<file path="src/rtl/stereo_addsub_sched_pkg.sv">
// rtl/stereo_addsub_sched_pkg.sv - shared types and constants for the stereo add/sub scheduler
package stereo_pkg;

    localparam int COUNT_WIDTH = 16;

    typedef logic [1:0] state_t;
    localparam state_t S_FETCH = 2'd0;
    localparam state_t S_LEFT  = 2'd1;
    localparam state_t S_RIGHT = 2'd2;

    typedef enum logic {
        OP_ADD = 1'b0,
        OP_SUB = 1'b1
    } op_t;

endpackage

</file>
<file path="src/rtl/stereo_addsub_sched_if.sv">
// rtl/stereo_addsub_sched_if.sv - FIFO-side signal bundle for the stereo add/sub scheduler
interface stereo_addsub_sched_if #(
    parameter int DATA_WIDTH = 32
) ();
    logic [DATA_WIDTH-1:0] sum_dout;
    logic                  sum_empty;
    logic                  sum_rd_en;
    logic [DATA_WIDTH-1:0] diff_dout;
    logic                  diff_empty;
    logic                  diff_rd_en;
    logic [DATA_WIDTH-1:0] left_din;
    logic                  left_full;
    logic                  left_wr_en;
    logic [DATA_WIDTH-1:0] right_din;
    logic                  right_full;
    logic                  right_wr_en;

    modport master (
        input  sum_dout, sum_empty, diff_dout, diff_empty, left_full, right_full,
        output sum_rd_en, diff_rd_en, left_din, left_wr_en, right_din, right_wr_en
    );

    modport slave (
        output sum_dout, sum_empty, diff_dout, diff_empty, left_full, right_full,
        input  sum_rd_en, diff_rd_en, left_din, left_wr_en, right_din, right_wr_en
    );
endinterface

</file>
<file path="src/rtl/stereo_addsub_sched_alu.sv">
// rtl/stereo_addsub_sched_alu.sv - shared combinational add/subtract unit, modulo 2^DATA_WIDTH
module addsub_alu
    import stereo_pkg::*;
#(
    parameter int DATA_WIDTH = 32
) (
    input  logic [DATA_WIDTH-1:0] a,
    input  logic [DATA_WIDTH-1:0] b,
    input  op_t                   op,
    output logic [DATA_WIDTH-1:0] y
);
    assign y = (op == OP_SUB) ? (a - b) : (a + b);
endmodule

</file>
<file path="src/rtl/stereo_addsub_sched.sv">
// rtl/stereo_addsub_sched.sv - rebuilds left/right from L+R and L-R through one shared add/sub unit
module stereo_addsub_sched
    import stereo_pkg::*;
#(
    parameter int DATA_WIDTH = 32
) (
    input  logic                   clock,
    input  logic                   reset,
    stereo_addsub_sched_if.master  fifo,
    output logic [COUNT_WIDTH-1:0] sample_count
);
    state_t                 state, state_next;
    logic [DATA_WIDTH-1:0]  a_reg, b_reg;
    logic [COUNT_WIDTH-1:0] count_q;
    logic [DATA_WIDTH-1:0]  alu_y;
    op_t                    op;
    logic                   pop, load, left_wr, right_wr, inc;
    logic                   inputs_ready;

    assign inputs_ready = !fifo.sum_empty && !fifo.diff_empty;

    addsub_alu #(.DATA_WIDTH(DATA_WIDTH)) u_alu (
        .a  (a_reg),
        .b  (b_reg),
        .op (op),
        .y  (alu_y)
    );

    always_comb begin
        state_next = state;
        op         = OP_ADD;
        pop        = 1'b0;
        load       = 1'b0;
        left_wr    = 1'b0;
        right_wr   = 1'b0;
        inc        = 1'b0;
        case (state)
            S_FETCH: begin
                if (inputs_ready) begin
                    pop        = 1'b1;
                    load       = 1'b1;
                    state_next = S_LEFT;
                end
            end
            S_LEFT: begin
                if (!fifo.left_full) begin
                    op         = OP_ADD;
                    left_wr    = 1'b1;
                    state_next = S_RIGHT;
                end
            end
            S_RIGHT: begin
                // Next pair is fetched while the right sample is written, giving 2 cycles/sample.
                if (!fifo.right_full) begin
                    op       = OP_SUB;
                    right_wr = 1'b1;
                    inc      = 1'b1;
                    if (inputs_ready) begin
                        pop        = 1'b1;
                        load       = 1'b1;
                        state_next = S_LEFT;
                    end else begin
                        state_next = S_FETCH;
                    end
                end
            end
            default: state_next = S_FETCH;
        endcase
    end

    assign fifo.sum_rd_en   = pop;
    assign fifo.diff_rd_en  = pop;
    assign fifo.left_wr_en  = left_wr;
    assign fifo.right_wr_en = right_wr;
    assign fifo.left_din    = left_wr ? alu_y : '0;
    assign fifo.right_din   = right_wr ? alu_y : '0;
    assign sample_count     = count_q;

    always_ff @(posedge clock or posedge reset) begin
        if (reset) begin
            state   <= S_FETCH;
            a_reg   <= '0;
            b_reg   <= '0;
            count_q <= '0;
        end else begin
            state <= state_next;
            if (load) begin
                a_reg <= fifo.sum_dout;
                b_reg <= fifo.diff_dout;
            end
            if (inc) begin
                count_q <= count_q + 1'b1;
            end
        end
    end
endmodule

</file>
<file path="src/flat_wrapper.sv">
// flat-port wrapper written by rule: the top's interface ports become plain ports
module stereo_addsub_sched_flat import stereo_pkg::*;
#(
    parameter int DATA_WIDTH = 32
)
  (clock, reset, sample_count, fifo_sum_dout, fifo_sum_empty, fifo_diff_dout, fifo_diff_empty, fifo_left_full, fifo_right_full, fifo_sum_rd_en, fifo_diff_rd_en, fifo_left_din, fifo_left_wr_en, fifo_right_din, fifo_right_wr_en);
  stereo_addsub_sched_if #(.DATA_WIDTH(DATA_WIDTH)) fifo_i ();
  input  logic clock;
  input  logic reset;
  output logic [COUNT_WIDTH-1:0] sample_count;
  input wire logic [$bits(fifo_i.sum_dout)-1:0] fifo_sum_dout;
  input wire logic [$bits(fifo_i.sum_empty)-1:0] fifo_sum_empty;
  input wire logic [$bits(fifo_i.diff_dout)-1:0] fifo_diff_dout;
  input wire logic [$bits(fifo_i.diff_empty)-1:0] fifo_diff_empty;
  input wire logic [$bits(fifo_i.left_full)-1:0] fifo_left_full;
  input wire logic [$bits(fifo_i.right_full)-1:0] fifo_right_full;
  output wire logic [$bits(fifo_i.sum_rd_en)-1:0] fifo_sum_rd_en;
  output wire logic [$bits(fifo_i.diff_rd_en)-1:0] fifo_diff_rd_en;
  output wire logic [$bits(fifo_i.left_din)-1:0] fifo_left_din;
  output wire logic [$bits(fifo_i.left_wr_en)-1:0] fifo_left_wr_en;
  output wire logic [$bits(fifo_i.right_din)-1:0] fifo_right_din;
  output wire logic [$bits(fifo_i.right_wr_en)-1:0] fifo_right_wr_en;
  assign fifo_i.sum_dout = fifo_sum_dout;
  assign fifo_i.sum_empty = fifo_sum_empty;
  assign fifo_i.diff_dout = fifo_diff_dout;
  assign fifo_i.diff_empty = fifo_diff_empty;
  assign fifo_i.left_full = fifo_left_full;
  assign fifo_i.right_full = fifo_right_full;
  assign fifo_sum_rd_en = fifo_i.sum_rd_en;
  assign fifo_diff_rd_en = fifo_i.diff_rd_en;
  assign fifo_left_din = fifo_i.left_din;
  assign fifo_left_wr_en = fifo_i.left_wr_en;
  assign fifo_right_din = fifo_i.right_din;
  assign fifo_right_wr_en = fifo_i.right_wr_en;
  stereo_addsub_sched #(.DATA_WIDTH(DATA_WIDTH)) u_core (.clock(clock), .reset(reset), .fifo(fifo_i), .sample_count(sample_count));
endmodule
</file>
<file path="config.mk">
export PLATFORM = sky130hd
export DESIGN_NAME = stereo_addsub_sched_flat
export DESIGN_NICKNAME = d
export VERILOG_FILES = /design/src/rtl/stereo_addsub_sched_pkg.sv /design/src/rtl/stereo_addsub_sched_if.sv /design/src/rtl/stereo_addsub_sched_alu.sv /design/src/rtl/stereo_addsub_sched.sv /design/src/flat_wrapper.sv
export SDC_FILE = /design/constraint.sdc
export NUM_CORES = 1
export LEC_CHECK = 0
export BUFFER_PORTS_ARGS = -buffer_cell sky130_fd_sc_hd__buf_2
export CAP_MARGIN = 20
export CORE_ASPECT_RATIO = 1.25
export CORE_UTILIZATION = 50
export CTS_BUF_LIST = sky130_fd_sc_hd__clkbuf_8
export DETAILED_ROUTE_END_ITERATION = 10
export GPL_ROUTABILITY_DRIVEN = 0
export HOLD_SLACK_MARGIN = 0.03
export PLACE_DENSITY = 0.79
export SLEW_MARGIN = 30
export SYNTH_ARGS = -nofsm -noshare
export SYNTH_HDL_FRONTEND = slang
export SYNTH_HIERARCHICAL = 1
export SYNTH_SLANG_ARGS = --single-unit
</file>
<file path="constraint.sdc">
create_clock -name clock -period 5.6 [get_ports clock]
set_clock_uncertainty 0.05 [all_clocks]
set_input_delay 1.12 -clock clock [delete_from_list [all_inputs] [get_ports clock]]
set_output_delay 1.12 -clock clock [all_outputs]
set_load 0.005 [all_outputs]
</file>
==> results.cfg <==
[timing]
finalMaxSlewViolations = 0
whs_ns = 0.439
maxSlewHeadroom = 0.466
worst-slew-pin-transition_ns = 0.801
clock.fmax_mhz = 183
final_hold_viol_count = 0
fin_ws_ns = 0.123
setup_viol = 0
period_share = 0.978
final.min_clock_period_ns = 5.48

[finish]
diodes = 0
fill_cells = 957
drive_above_1_share = 0.354
area_delta_synth_final_pct = 21.1
utilization = 0.628
layout.nets = 902

[worst_hold_path]
holdPathEnd = u_core/sample_count[15]
min_from = u_core/sample_count[15]
min-delay-path-class = reg -> reg
hold_depth = 1

[detailed_routing]
drtIter0Drc = 298
drc = 0
wl_per_cell_um = 15.9
vias = 5364
wl_um = 15300
ant_nets = 0
first_pass_iters = 7
via_per_inst = 5.57

[yosys]
postSynth.asyncResetShare = 1.00
synth_ff_type = dfrtp_1
synthTopCellsByCount = 82 x dfrtp_1, 65 x and2_1, 65 x mux2_2
yosys-top-cells-area = dfrtp_1 34%, mux2_2 12%, xnor2_1 7.6%, ha_1 6.8%, and2_1 6.7%
synth_most_common_cell = dfrtp_1
postSynthAreaPerCell_um2 = 9.45
ys_ff_latch = 82
synth_nets = 747
yosysWarnings = 6
syn-cell-area_um2 = 6080
synth_cell_type_count = 61
syn_inst = 643
ys_seq_area_frac = 0.338
netlist.top_cell.by_area = dfrtp_1
synth_edf_count = 0
yosys.area.top_type_share = 0.338

[cts]
clk_pin_slew_ns = 0.08
clk_latency_ns = 0.36
numCtsBuffers = 9
cts-htree-levels = 3
ctsRootBufferMaster = clkbuf_8
cts.sinks = 82
cts_buffer_depth = 2
cts_hold_buf = 0
cts_tree = built

[critical_path]
worstPathArrival_ns = 4.31
crit_fanout = 7
slowest_stage = dfrtp_1
crit_path_cell_trace = or3_4 > or3_4 > nor3_4 > a21o_1 > o21ai_2 > nor2_1 > xor2_1 > ha_1 > buf_4 > a2111oi_1 > o21ai_1 > or3_1 > a21o_1 > o311a_1 > and2_1 > buf_2
timing.rr.start = u_core/state[1]
worst-setup-path-type = reg -> out
slowest_delay_ns = 0.41
worst_ep_required_time_ns = 4.43
cp-end-kind = output pin
cp-start-kind = flop
r2r-end = u_core/b_reg[22]
path_buf_inv = 2
rrSetupSlack_ns = 3.37
ff2ff_path_depth = 3
critical_path.top_delay_family = simple AND/OR/NAND/NOR gates
worst-path-stages = 16

[place]
place_ws_ns = 0.113
io_buffers = 153
dpl.hpwl_um = 11800

[global_route]
grt_max_degree = 83
grt_pass1_vias = 5157
grtUsageTotal = 0.244
overflow = 0
grt_pass1_wl_um = 24500
antenna_found_initial = 0

[floorplan]
core_um2 = 11700
die_h_um = 125
rows = 44
initial_core_util = 0.518
dieArea_um2 = 12600
num_io_pins = 154
die_w_um = 101

[run_status]
outcome = finished, final reports clean

[run]
drv_cap = 0

[power]
vdd_drop_max_v = 0.000196
p_leak_nw = 3.48
p_per_area_nw_per_um2 = 487
[final cells by class]
type	instances	area (um^2)	area share
Multi-Input combinational cell	515	3890	0.528
Clock inverter	3	38.8	0.00527
Inverter	17	65.1	0.00884
Clock buffer	12	165	0.0224
Sequential cell	82	2050	0.279
Timing Repair Buffer	173	950	0.129
Tap cell	161	201	0.0274
[worst max-delay path by stage]
| stage | slack (ns) | to | startpoint |
|---|---|---|---|
| after floorplan | 0.08 | fifo_left_din[29] | fifo_right_full |
| after global placement | 0.23 | fifo_right_din[16] | fifo_right_full |
| after detailed placement | 0.11 | fifo_left_din[26] | fifo_right_full |
| after CTS | 0.03 | fifo_right_din[30] | u_core/b_reg[11] |
| after global routing | -0.02 | fifo_left_din[29] | u_core/b_reg[11] |
| final | 0.12 | fifo_right_din[29] | u_core/b_reg[13] |
[power breakdown]
part           total, mW  switching [mW]  internal [mW]
Combinational       2.23            1.24          0.992
Clock              0.443           0.205          0.238
Sequential         0.906           0.165          0.741
Total               3.58            1.61           1.97
[kinds of logic (layout without fill, tap and decap cells)]
kind of cell             Yosys count  after routing  share of synthesized area
AND/OR/NAND/NOR                  217            217                      0.189
adder cells (fa/ha/maj)           34             34                     0.0713
XOR/XNOR                          72             72                      0.105
multiplexers                      67             67                      0.124
flip-flops                        82             82                      0.338
buffers and inverters             46            205                     0.0381
AO/OA/AOI/OAI                    125            125                      0.135
[metrics by stage]
stage	setup TNS (ns)	instance area [um^2]	cells	power (mW)
2_1_floorplan	0	6080	643	2.41
3_5_place_dp	0	6990	940	3.00
3_3_place_gp	0	6990	940	2.93
4_1_cts	0	7190	955	3.46
6_report	0	7360	963	3.58
5_1_grt	-0.0336	7360	963	3.86
[cell usage in the layout, fill, tap and decap left out, types with 3 or more instances in the layout]
master,count
a21oi_1,51
o21ai_0,17
nand4_1,8
ha_1,31
nand3_1,12
nor3_1,15
or3_1,3
nand2b_1,3
xnor2_1,52
xor2_1,18
clkbuf_8,12
buf_4,17
inv_1,17
and2_1,65
mux2_2,65
nand2_1,32
dfrtp_1,81
a31oi_1,3
o21bai_1,4
buf_2,153
nor2b_1,5
nor4_1,3
nor2_1,53
o21ai_2,3
a21o_1,12
and3_1,3
o211ai_1,6
[layer usage]
layer  up-vias  part of all wire  track usage  routed length, um
met5         -                 0            0                  0
met3        34             0.057       0.0442                875
met4         0             0.026       0.0921                400
met2       222              0.51        0.420               7750
met1      2547              0.41        0.301               6320
li1       2561                 -            -                  -
[timing repair]
item                       in CTS  in global routing
setup buffers                   0                  7
setup endpoints to repair       2                 16
resized for setup               1                 18
pin swaps                       0                  7
gates cloned                    0                  1
No activity file was read; power rests on OpenSTA's default activity.
